==> src/rtl/muu_sequencer_if.sv <==
// Request/result bundle between the MIPS control path and the multiply/divide sequencer.
interface muu_sequencer_if #(
  parameter int unsigned WIDTH = 32
);
  logic             start;
  logic [1:0]       op;
  logic [WIDTH-1:0] rs;
  logic [WIDTH-1:0] rt;
  logic             wr_hi;
  logic             wr_lo;
  logic [WIDTH-1:0] wdata;
  logic             busy;
  logic             done;
  logic             stall;
  logic             div_zero;
  logic [WIDTH-1:0] hi;
  logic [WIDTH-1:0] lo;

  modport master (
    output start, op, rs, rt, wr_hi, wr_lo, wdata,
    input  busy, done, stall, div_zero, hi, lo
  );

  modport slave (
    input  start, op, rs, rt, wr_hi, wr_lo, wdata,
    output busy, done, stall, div_zero, hi, lo
  );
endinterface

==> src/rtl/muu_sequencer.sv <==
// Iterative radix-2 multiply / restoring divide sequencer owning the architectural HI/LO registers.
// Stalls the PC while a MULT/MULTU/DIV/DIVU is in flight.
module muu_sequencer #(
  parameter int unsigned WIDTH = 32
) (
  input  logic           clk,
  input  logic           rst_n,
  muu_sequencer_if.slave bus
);

  localparam int unsigned CW = $clog2(WIDTH + 1);

  typedef enum logic [1:0] {
    S_IDLE = 2'd0,
    S_RUN  = 2'd1,
    S_DONE = 2'd2
  } state_t;

  state_t           state_q, state_d;
  logic [1:0]       op_q;
  logic [WIDTH-1:0] acc_q, low_q, dvs_q;
  logic [CW-1:0]    cnt_q;
  logic             neg_q, neg_rem_q;
  logic [WIDTH-1:0] hi_q, lo_q;
  logic             busy_q, done_q, dz_q;

  logic             accept, is_div_in, dz_in, rs_neg, rt_neg;
  logic [WIDTH-1:0] rs_mag, rt_mag;
  logic [WIDTH:0]   sum, shifted;
  logic [WIDTH-1:0] acc_nx, low_nx, res_hi, res_lo;
  logic [2*WIDTH-1:0] prod;

  // Request decode: signed ops work on operand magnitudes.
  always_comb begin
    accept    = (state_q == S_IDLE) && bus.start;
    is_div_in = bus.op[1];
    dz_in     = is_div_in && (bus.rt == '0);
    rs_neg    = ~bus.op[0] & bus.rs[WIDTH-1];
    rt_neg    = ~bus.op[0] & bus.rt[WIDTH-1];
    rs_mag    = rs_neg ? -bus.rs : bus.rs;
    rt_mag    = rt_neg ? -bus.rt : bus.rt;
  end

  // One shift-add or restoring-subtract iteration, plus the signed fix-up of its result.
  always_comb begin
    sum     = {1'b0, acc_q} + (low_q[0] ? {1'b0, dvs_q} : '0);
    shifted = {acc_q, low_q[WIDTH-1]};
    acc_nx  = sum[WIDTH:1];
    low_nx  = {sum[0], low_q[WIDTH-1:1]};
    if (op_q[1]) begin
      if (shifted >= {1'b0, dvs_q}) begin
        acc_nx = WIDTH'(shifted - {1'b0, dvs_q});
        low_nx = {low_q[WIDTH-2:0], 1'b1};
      end else begin
        acc_nx = shifted[WIDTH-1:0];
        low_nx = {low_q[WIDTH-2:0], 1'b0};
      end
    end
    prod   = {acc_nx, low_nx};
    prod   = neg_q ? -prod : prod;
    res_hi = prod[2*WIDTH-1:WIDTH];
    res_lo = prod[WIDTH-1:0];
    if (op_q[1]) begin
      res_lo = neg_q ? -low_nx : low_nx;
      res_hi = neg_rem_q ? -acc_nx : acc_nx;
    end
  end

  always_comb begin
    state_d = state_q;
    case (state_q)
      S_IDLE:  if (bus.start) state_d = dz_in ? S_DONE : S_RUN;
      S_RUN:   if (cnt_q == CW'(1)) state_d = S_DONE;
      S_DONE:  state_d = S_IDLE;
      default: state_d = S_IDLE;
    endcase
  end

  always_ff @(posedge clk or negedge rst_n) begin
    if (!rst_n) state_q <= S_IDLE;
    else        state_q <= state_d;
  end

  // Datapath and architectural registers; a start in IDLE drops a coincident MTHI/MTLO.
  always_ff @(posedge clk or negedge rst_n) begin
    if (!rst_n) begin
      op_q      <= '0;
      acc_q     <= '0;
      low_q     <= '0;
      dvs_q     <= '0;
      cnt_q     <= '0;
      neg_q     <= 1'b0;
      neg_rem_q <= 1'b0;
      hi_q      <= '0;
      lo_q      <= '0;
      busy_q    <= 1'b0;
      done_q    <= 1'b0;
      dz_q      <= 1'b0;
    end else begin
      busy_q <= (state_d == S_RUN);
      done_q <= (state_d == S_DONE);
      if (accept) begin
        op_q      <= bus.op;
        neg_q     <= rs_neg ^ rt_neg;
        neg_rem_q <= rs_neg;
        acc_q     <= '0;
        low_q     <= is_div_in ? rs_mag : rt_mag;
        dvs_q     <= is_div_in ? rt_mag : rs_mag;
        cnt_q     <= CW'(WIDTH);
        dz_q      <= dz_in;
        if (dz_in) begin
          hi_q <= bus.rs;
          lo_q <= '1;
        end
      end else if (state_q == S_IDLE) begin
        if (bus.wr_hi) hi_q <= bus.wdata;
        if (bus.wr_lo) lo_q <= bus.wdata;
      end else if (state_q == S_RUN) begin
        acc_q <= acc_nx;
        low_q <= low_nx;
        cnt_q <= cnt_q - CW'(1);
        if (cnt_q == CW'(1)) begin
          hi_q <= res_hi;
          lo_q <= res_lo;
        end
      end
    end
  end

  assign bus.busy     = busy_q;
  assign bus.done     = done_q;
  assign bus.div_zero = dz_q;
  assign bus.hi       = hi_q;
  assign bus.lo       = lo_q;
  assign bus.stall    = busy_q | (bus.start & (state_q == S_IDLE));

endmodule

==> src/flat_wrapper.sv <==
// flat-port wrapper written by rule: the top's interface ports become plain ports
module muu_sequencer_flat 
#(
  parameter int unsigned WIDTH = 32
)
  (clk, rst_n, bus_start, bus_op, bus_rs, bus_rt, bus_wr_hi, bus_wr_lo, bus_wdata, bus_busy, bus_done, bus_stall, bus_div_zero, bus_hi, bus_lo);
  muu_sequencer_if #(.WIDTH(WIDTH)) bus_i ();
  input  logic clk;
  input  logic rst_n;
  input wire logic [$bits(bus_i.start)-1:0] bus_start;
  input wire logic [$bits(bus_i.op)-1:0] bus_op;
  input wire logic [$bits(bus_i.rs)-1:0] bus_rs;
  input wire logic [$bits(bus_i.rt)-1:0] bus_rt;
  input wire logic [$bits(bus_i.wr_hi)-1:0] bus_wr_hi;
  input wire logic [$bits(bus_i.wr_lo)-1:0] bus_wr_lo;
  input wire logic [$bits(bus_i.wdata)-1:0] bus_wdata;
  output wire logic [$bits(bus_i.busy)-1:0] bus_busy;
  output wire logic [$bits(bus_i.done)-1:0] bus_done;
  output wire logic [$bits(bus_i.stall)-1:0] bus_stall;
  output wire logic [$bits(bus_i.div_zero)-1:0] bus_div_zero;
  output wire logic [$bits(bus_i.hi)-1:0] bus_hi;
  output wire logic [$bits(bus_i.lo)-1:0] bus_lo;
  assign bus_i.start = bus_start;
  assign bus_i.op = bus_op;
  assign bus_i.rs = bus_rs;
  assign bus_i.rt = bus_rt;
  assign bus_i.wr_hi = bus_wr_hi;
  assign bus_i.wr_lo = bus_wr_lo;
  assign bus_i.wdata = bus_wdata;
  assign bus_busy = bus_i.busy;
  assign bus_done = bus_i.done;
  assign bus_stall = bus_i.stall;
  assign bus_div_zero = bus_i.div_zero;
  assign bus_hi = bus_i.hi;
  assign bus_lo = bus_i.lo;
  muu_sequencer #(.WIDTH(WIDTH)) u_core (.clk(clk), .rst_n(rst_n), .bus(bus_i));
endmodule
==> config.mk <==
export PLATFORM = sky130hd
export DESIGN_NAME = muu_sequencer_flat
export DESIGN_NICKNAME = d
export VERILOG_FILES = /design/src/rtl/muu_sequencer_if.sv /design/src/rtl/muu_sequencer.sv /design/src/flat_wrapper.sv
export SDC_FILE = /design/constraint.sdc
export NUM_CORES = 1
export LEC_CHECK = 0
export ABC_AREA = 0
export BUFFER_PORTS_ARGS = -buffer_cell sky130_fd_sc_hd__buf_2
export CORE_MARGIN = 10
export CORE_UTILIZATION = 35
export DETAILED_ROUTE_END_ITERATION = 6
export PLACE_DENSITY = 0.52
export SETUP_SLACK_MARGIN = 0.4
export SLEW_MARGIN = 20
export SYNTH_ARGS = -nofsm -noshare
export SYNTH_HDL_FRONTEND = slang
export SYNTH_SLANG_ARGS = --single-unit
==> constraint.sdc <==
create_clock -name clk -period 5.8 [get_ports clk]
set_input_delay 1.16 -clock clk [delete_from_list [all_inputs] [get_ports clk]]
set_output_delay 1.16 -clock clk [all_outputs]
set_load 0.01 [all_outputs]
**Yosys cells after proc, flatten, opt, wreduce, memory -nomap -nowiden**

Index checks and enable logic that the tools add are counted.

- Input port bits: 103
- Logic and storage cells: 85
- Register bits after elaboration: 175
- Bits in writable memories: 0
- Bits in read-only memories: 0
- Latch bits: 0
- Memories: 0

- Multiplexer cells: 39
- Equality and inequality tests: 8
- Bitwise gates (word level): 6
- Div/mod/pow operators: 0
- $lt $le $gt $ge: 1
- Reductions and logical operators: 10
- Multiply operators: 0
- Add/subtract/negate cells: 8
- Shift-type cells: 0

Operators with widths:

| cell | number |
|---|---|
| $mux 32 | 30 |
| $neg 32->32 | 4 |
| $mux 64 | 1 |
| $neg 64->64 | 1 |
| $add 32x32->33 | 1 |
| $ge 33x32->1 | 1 |
| $logic_not 32->1 | 1 |
| $sub 32x32->32 | 1 |
| $mux 6 | 3 |
| $reduce_and 4->1 | 2 |
| $eq 6x1->1 const B | 1 |
| $mux 2 | 3 |
| $ne 3x2->1 const B | 2 |
| $reduce_bool 3->1 | 2 |
| $sub 6x1->6 const B | 1 |
| $eq 2x1->1 const B | 2 |
| $pmux 2 s2 | 1 |
| $and 1x1->1 | 3 |
| $eq 2x2->1 const B | 1 |
| $logic_and 1x1->1 | 2 |
| $logic_not 2->1 | 1 |
| $ne 2x1->1 const B | 1 |
| $ne 2x2->1 const B | 1 |
| $reduce_and 2->1 | 1 |
| 5 further kinds | 5 |

**Longest topological paths before layout**

Gate-level depths: netlist of run 1.

- Word-level depth: 10
- Gate-level depth with buffers: 23
- Depth with buffers taken out: 19

**Least setup slack after synthesis of run 1**

No wires, ideal clock.

- Path kind: register to register
- From: register u_core.acc_q[29]
- To: register u_core.hi_q[20] (netlist: u_core.bus.hi[20])
- Data required time: 5.660 ns
- Path slack: 1.073 ns
- Setup time: 0.140 ns
- Stages on the path, launching flop included: 20
- Arrival: 4.587 ns
- Path buffers: 2
- Clock period less this slack: 4.727 ns
- Cell sequence: dfrtp_1 > ha_1 > a21o_1 > a211o_1 > a2111oi_4 > a21o_4 > o21ai_4 > buf_6 > buf_6 > a311oi_2 > ha_1 > nand2_1 > nor3_1 > o31a_1 > nand3_2 > or3_4 > or4b_1 > a21boi_2 > mux2i_1 > o311ai_1

- Longest elaborated chain between the ends: 10
- Elaborated cells between the ends (all ways): 14
- Those cells by class: add/sub (2); order compare (1); mux (11)

Ends and longest elaborated chain:

| what | RTL line | RTL |
|---|---|---|
| start: declaration | muu_sequencer.sv:21 | `logic [WIDTH-1:0] acc_q, low_q, dvs_q;` |
| start signal: assignment | muu_sequencer.sv:119 | `acc_q <= acc_nx;` |
| $ge 33x32->1 (*) | muu_sequencer.sv:51 | `if (shifted >= {1'b0, dvs_q}) begin` |
| $mux 1 / $mux 32 (equally long branches) | muu_sequencer.sv:51 |  |
| $mux 32 | muu_sequencer.sv:50 | `if (op_q[1]) begin` |
| $neg 64->64 / $neg 32->32 (equally long branches) | muu_sequencer.sv:60, muu_sequencer.sv:65 |  |
| $mux 64 / $mux 32 (equally long branches) | muu_sequencer.sv:60, muu_sequencer.sv:65 |  |
| $mux 32 (*) | muu_sequencer.sv:63 | `if (op_q[1]) begin` |
| $mux 32 (*) | muu_sequencer.sv:122 | `if (cnt_q == CW'(1)) begin` |
| $mux 32 (*) | muu_sequencer.sv:118 | `end else if (state_q == S_RUN) begin` |
| $mux 32 (*) | muu_sequencer.sv:115 | `end else if (state_q == S_IDLE) begin` |
| $mux 32 (*) | muu_sequencer.sv:102 | `if (accept) begin` |
| end signal: assignment | muu_sequencer.sv:112 | `hi_q <= bus.rs;` |
| end signal: assignment | muu_sequencer.sv:116 | `if (bus.wr_hi) hi_q <= bus.wdata;` |
| end signal: assignment | muu_sequencer.sv:123 | `hi_q <= res_hi;` |
| end: declaration | muu_sequencer.sv:24 | `logic [WIDTH-1:0] hi_q, lo_q;` |

Every way passes the cells marked *; elsewhere a longest branch is shown, timed or not. The select of a mux whose other input is x is not followed.
A chain may end at the register's enable or synchronous reset.

**Final worst setup path of run 1**

Same ends and word-level chain as after synthesis.

==> results of run 1 <==
per-stage QoR:
stage                     total power [mW]  instance area (sq um)  instances  hold WS (ps)
final                                 14.8                  18700       2949           475
after detailed placement              13.3                  18100       2913           463
after CTS                             14.6                  18600       2945           480
after global routing                  15.8                  18700       2949           508
after floorplan                       9.41                  16500       2207           463
after global placement                13.3                  18100       2913           463
layer usage:
layer | wire, um | vias to the layer above
li1 | - | 8169
met5 | 12 | -
met1 | 31500 | 8641
met4 | 4060 | 2
met3 | 4220 | 146
met2 | 34300 | 570
cells in the final DEF (no fill, tap or decap), types with 10 or more instances in the layout:
cell type  count
nand2_1      283
o31ai_1       19
buf_4         67
xor2_1        56
mux2i_1       74
a21oi_1      208
o21a_1        10
nand4_1       33
nor4_1        16
and3_1        12
a21o_1        30
buf_2        168
a31oi_1       20
nor3_1        60
nor2_1       178
ha_1          70
o211ai_1      50
nand2b_1      13
or3_1         17
clkbuf_16     17
o21ai_0      260
xnor2_1      100
a211oi_1      19
inv_1         69
dfrtp_1      172
and2_1        47
nor2b_1       15
or4_1         11
nand3_1       64
state kept, by name (all words and copies together), names as in the netlist, 2 cells and up:
register,cells
u_core.state_q,2
u_core.bus.hi,32
u_core.acc_q,32
u_core.bus.lo,32
u_core.low_q,32
u_core.dvs_q,32
u_core.cnt_q,6
worst min-delay path: stages, from the launching register on:
cell     delay [ps]
dfrtp_1         340
nand2_1          50
nand2_1          50
how the worst max path moves through the flow:
stage | start | to | slack (ps) | cells after the start
3_3_place_gp | u_core.dvs_q[12] | u_core.bus.hi[20] | 390 | 18
3_5_place_dp | u_core.dvs_q[12] | u_core.bus.hi[20] | 320 | 18
2_1_floorplan | u_core.acc_q[29] | u_core.bus.hi[20] | 1070 | 19
4_1_cts | u_core.low_q[0] | u_core.bus.hi[21] | 480 | 17
5_1_grt | u_core.acc_q[29] | u_core.bus.hi[20] | 320 | 20
6_report | u_core.acc_q[29] | u_core.bus.hi[20] | 530 | 20
cell type report:
class | instances | area (sq um) | area share, %
well taps | 607 | 759 | 4.07
inverters | 70 | 263 | 1.41
clock inverters | 14 | 131 | 0.703
multi-input cells | 1828 | 11400 | 60.8
repair buffers | 237 | 1380 | 7.36
flip-flops and latches | 174 | 4360 | 23.3
clock buffers | 18 | 439 | 2.35
diodes | 1 | 2.50 | 0.0134
cells by family (layout without fill, tap and decap cells):
group	count (synthesis)	count (layout)	synth area share, %
fa+ha+maj	72	72	5.56
xor+xnor	156	156	8.30
compound gates	727	727	27.0
flops	174	174	26.4
mux	81	81	5.05
simple gates	792	792	22.7
other cells	0	1	0
buf+inv	205	339	4.96
power groups by stage:
stage          sequential (mW)  clock, mW  combinational, mW
6_report                  2.41       1.20               11.2
3_3_place_gp              2.39          0               10.9
4_1_cts                   2.39       1.22               11.0
5_1_grt                   2.48       1.27               12.1
2_1_floorplan             2.22          0               7.18
3_5_place_dp              2.41          0               10.9
what timing repair did:
item / 4_1_cts / 5_1_grt
pin swaps: 0 / 2
resized for setup: 2 / 5
buffers inserted: 0 / 3
setup endpoints to repair: 1 / 9
hold buffers: 0 / 0
==> flow_summary.ini, run 1 <==
[hold_path]
hold_depth = 2
min_from = u_core.bus.hi[3]
min_to = u_core.bus.hi[3]
hold_class = reg -> reg

[cts]
cts_buffers = 17
clkLatencyLatePin_ps = 480
clk_path_buf_depth = 2
clock-sinks = 174
cts_root_buffer = clkbuf_16
clk_pin_slew_ps = 70
cts_tree = done
h-tree-depth = 4

[worst_setup_path]
r2r_cells = 20
cp-start-kind = flip-flop
rr_startpoint = u_core.acc_q[29]
path_cells = ha_1 -> a21o_1 -> a211o_1 -> a2111oi_4 -> a21oi_2 -> buf_4 -> a21oi_2 -> buf_4 -> o211ai_1 -> nand2_1 -> ha_1 -> nand2_1 -> nor3_1 -> o31a_1 -> nand3_2 -> or3_4 -> or4b_1 -> a21boi_2 -> mux2i_1 -> o311ai_1
cp.arrival_ps = 5580
cpMaxStageDelayCell = or4b_1
crit_required_ps = 6110
ff2ff_setup_slack_ps = 530
cp-end-kind = flip-flop
worst-path-buf-inv = 2
path_class = reg -> reg
rr_endpoint = u_core.bus.hi[20]
max_stage_delay_ps = 550
critPathMaxFanout = 5
crit_family = compound AO/OA/AOI/OAI gates

[sta]
worst_pin_slew_ps = 1100
tns_ps = 0
fin_crit_ps = 5270
rsz0062_at_grt = yes
final.setup_skew_ps = 21.6
setup-violations-final = 0
hold_viol = 0
relSlewSlack_pct = 26.7
fin_ws_ps = 532
slew_violations = 0
timing.fmax_mhz = 190
fin_crit_sh_pct = 90.8

[logic_synthesis]
ys_ff_latch = 174
synth_nets = 2382
netlist_top_cells_count = 285 x nand2_1, 261 x o21ai_0, 210 x a21oi_1
ys_types = 95
synth_top_area_share_pct = 26.4
synth-main-ff-cell = dfrtp_1
netlist_top_cells_area = dfrtp_1 26%, o21ai_0 7.9%, nand2_1 6.5%, a21oi_1 6.4%, ha_1 5.3%
synthArstFlopShare_pct = 100
synth_edf_count = 0
yosysSeqAreaShare_pct = 26.4
syn_inst = 2207
synth_top_cell_by_area = dfrtp_1
synth_area_sq_um = 16500
syn_avg_cell_area_sq_um = 7.46
synth-warning-count = 0
synth.most_common_cell = nand2_1

[routing]
drt-total-wl_mm = 74.0
drtIter0Drc = 1550
wl_per_cell_um = 25.1
postRouteAntennaNets = 0
vias_per_cell = 5.94
drc = 0
first_pass_iters = 5
num_vias = 17528

[global_routing]
grt_util_met1_pct = 32.1
met3_usage_pct = 4.62
grt_antenna_before_repair = 6
grt_pass1_wl_mm = 110
grt_use_met2_pct = 40.8
grt_max_degree = 100
first_global_vias = 17123
groute.usage.overall_pct = 25.5
overflow = 0
grt_busiest_layer = met2

[pwr]
power.share.combinational_pct = 75.6
p_sw_mw = 8.35
p_clk_share_pct = 8.1
vdd_drop_max_uv = 305
p_leak_nw = 8.00
power.density_nw_per_um2 = 790
p_int_mw = 6.40
seqPwrFrac_pct = 16.3
netSwitchingFraction_pct = 56.6

[run]
max_cap_violations = 0

[floorplan]
rows = 79
die_x_um = 237
die-area_sq_um = 56100
initial_utilization_pct = 35.4
num_io_pins = 171
die_h_um = 237
core_area_sq_um = 46600

[outcome]
status = finished, final reports clean

[placed_design]
place.gp.congestion = 0.949
dp_hpwl_mm = 58.4
place_ws_ps = 320
port_buffers = 170

[cells_and_area]
fill_cells = 4923
area.growth.synth_to_final_pct = 13.4
layout-drive-gt1-share_pct = 14.0
fin_nets = 2503
utilization_pct = 40.1
No activity file was read; power rests on OpenSTA's default activity.
==> inputs of run 2 (changes only) <==
--- a/config.mk
+++ b/config.mk
@@ -8,2 +8,3 @@
 export ABC_AREA = 0
+export ABC_CLOCK_PERIOD_IN_PS = 5800
 export BUFFER_PORTS_ARGS = -buffer_cell sky130_fd_sc_hd__buf_2
--- a/constraint.sdc
+++ b/constraint.sdc
@@ -3,2 +3,2 @@
 set_output_delay 1.16 -clock clk [all_outputs]
-set_load 0.01 [all_outputs]
+set_load 0.1 [all_outputs]
==> flow_summary.ini, run 2 (synthesis gave the netlist of run 1 again) <==
[cts]
clock-sinks = 174
cts_root_buffer = clkbuf_16
post_cts_buffers = 0
cts_hold_buf = 0
h-tree-depth = 4
cts_buffers = 17
clk_path_buf_depth = 2
clkLatencyLatePin_ps = 470
cts_tree = done
clk_pin_slew_ps = 80

[global_routing]
first_global_vias = 17338
grt_max_degree = 99
grt_antenna_before_repair = 10
groute.usage.overall_pct = 25.5
overflow = 0
grt_pass1_wl_mm = 110

[sta]
tns_ps = 0
fin_crit_sh_pct = 87.4
fin_crit_ps = 5070
setup-violations-final = 0
worst_pin_slew_ps = 1040
rsz0062_at_grt = no
final.setup_skew_ps = 14.1
slew_violations = 0
timing.fmax_mhz = 197
relSlewSlack_pct = 30.8
hold_viol = 0

[worst_setup_path]
cp.arrival_ps = 5410
cp-start-kind = flip-flop
path_cells = ha_1 -> a21o_1 -> a211o_1 -> a2111oi_4 -> a21o_4 -> o21ai_4 -> a311oi_4 -> ha_1 -> nand2_1 -> nor3_1 -> o31a_1 -> nand3_2 -> or3_4 -> or4b_1 -> a21boi_2 -> mux2i_1 -> o311ai_1
path_class = reg -> reg
cpMaxStageDelayCell = or4b_1
worst-path-buf-inv = 0
max_stage_delay_ps = 530
crit_family = compound AO/OA/AOI/OAI gates
critPathMaxFanout = 10
ff2ff_setup_slack_ps = 730
cp-end-kind = flip-flop
crit_required_ps = 6140
cp_common_cell = ha_1

[cells_and_area]
fill_cells = 4909
layout-drive-gt1-share_pct = 13.6
fin_nets = 2499
layout_common_cells = 283 x nand2_1, 260 x o21ai_0, 209 x a21oi_1
area.growth.synth_to_final_pct = 13.5
final_common_cell = nand2_1

[routing]
drtIter0Drc = 1695
num_vias = 17584
wl_per_cell_um = 25.2
first_pass_iters = 6
drc = 0
postRouteAntennaNets = 0
drt-total-wl_mm = 74.1
vias_per_cell = 5.97

[floorplan]
rows = 79
die_x_um = 237
die-area_sq_um = 56100
num_io_pins = 171
core_area_sq_um = 46600
die_h_um = 237
initial_utilization_pct = 35.4

[hold_path]
hold_class = reg -> reg

[run]
max_cap_violations = 0

[placed_design]
dp_hpwl_mm = 58.4
place.gp.congestion = 0.971
port_buffers = 170

[outcome]
status = finished, final reports clean
-- run 2: cell types whose count changed in the layout (fill, tap and decap cells not counted), sizes merged --
cell	change
clkinv	-2
clkinvlp	-1
bufinv	+2
inv	-2
clkbuf	+3
buf	-4
-- run 2: timing repair --
action,4_1_cts,5_1_grt
endpoints found under the hold margin,0,0
endpoints found under the setup margin,0,2
resized for setup,0,5
-- run 2: cell type report --
type                            instances  area (sq um)  share of cell area [%]
Multi-Input combinational cell       1828         11300                    60.7
Timing Repair Buffer                  233          1350                    7.20
Sequential cell                       174          4360                    23.3
Inverter                               70           263                    1.41
Clock buffer                           21           450                    2.41
Tap cell                              607           759                    4.07
Clock inverter                         11           158                   0.844
Antenna cell                            1          2.50                  0.0134
-- run 2: through the flow --
| step | std cells | utilization, % | hold slack [ps] | setup slack (ps) | cell area (sq um) |
|---|---|---|---|---|---|
| after floorplan | 2207 | - | 463 | 1070 | 16500 |
| after global placement | 2912 | 38.8 | 462 | 514 | 18000 |
| after detailed placement | 2912 | 38.8 | 466 | 404 | 18000 |
| after CTS | 2944 | 40.1 | 484 | 557 | 18700 |
| after global routing | 2945 | 40.1 | 507 | 414 | 18700 |
| final | 2945 | 40.1 | 480 | 732 | 18700 |
-- run 2: path summary, 6_finish.rpt --
check,end,start,cells past startpoint
setup reg to reg,u_core.bus.hi[20],u_core.acc_q[29],17
max in group asynchronous,u_core.op_q[1],rst_n,2
setup / recovery,u_core.bus.hi[20],u_core.acc_q[29],17
hold reg to reg,u_core.bus.hi[3],u_core.bus.hi[3],2
min in group asynchronous,u_core.bus.lo[16],rst_n,1
hold / removal,u_core.bus.hi[3],u_core.bus.hi[3],2
-- run 2: worst register-to-register path, cell delays in order (launching register included) --
cell and delay (ps):
dfrtp_1 430, ha_1 350, a21o_1 210, a211o_1 370, a2111oi_4 430, a21o_4 250, o21ai_4 170, a311oi_4 440
ha_1 250, nand2_1 80, nor3_1 180, o31a_1 200, nand3_2 90, or3_4 440, or4b_1 530, a21boi_2 190
mux2i_1 210, o311ai_1 110
-- run 2: metal layers --
metal / vias to the layer above / track usage (%) / routed length, um
li1: 8175 / - / -
met1: 8619 / 32.0 / 31500
met2: 639 / 41.8 / 34700
met3: 143 / 4.27 / 4410
met4: 8 / 11.8 / 3430
met5: - / 0 / 48
Power of run 2 is left out: the tool's default activity adds up to more than one toggle a clock period on the data nets, which glitch-free logic cannot reach.
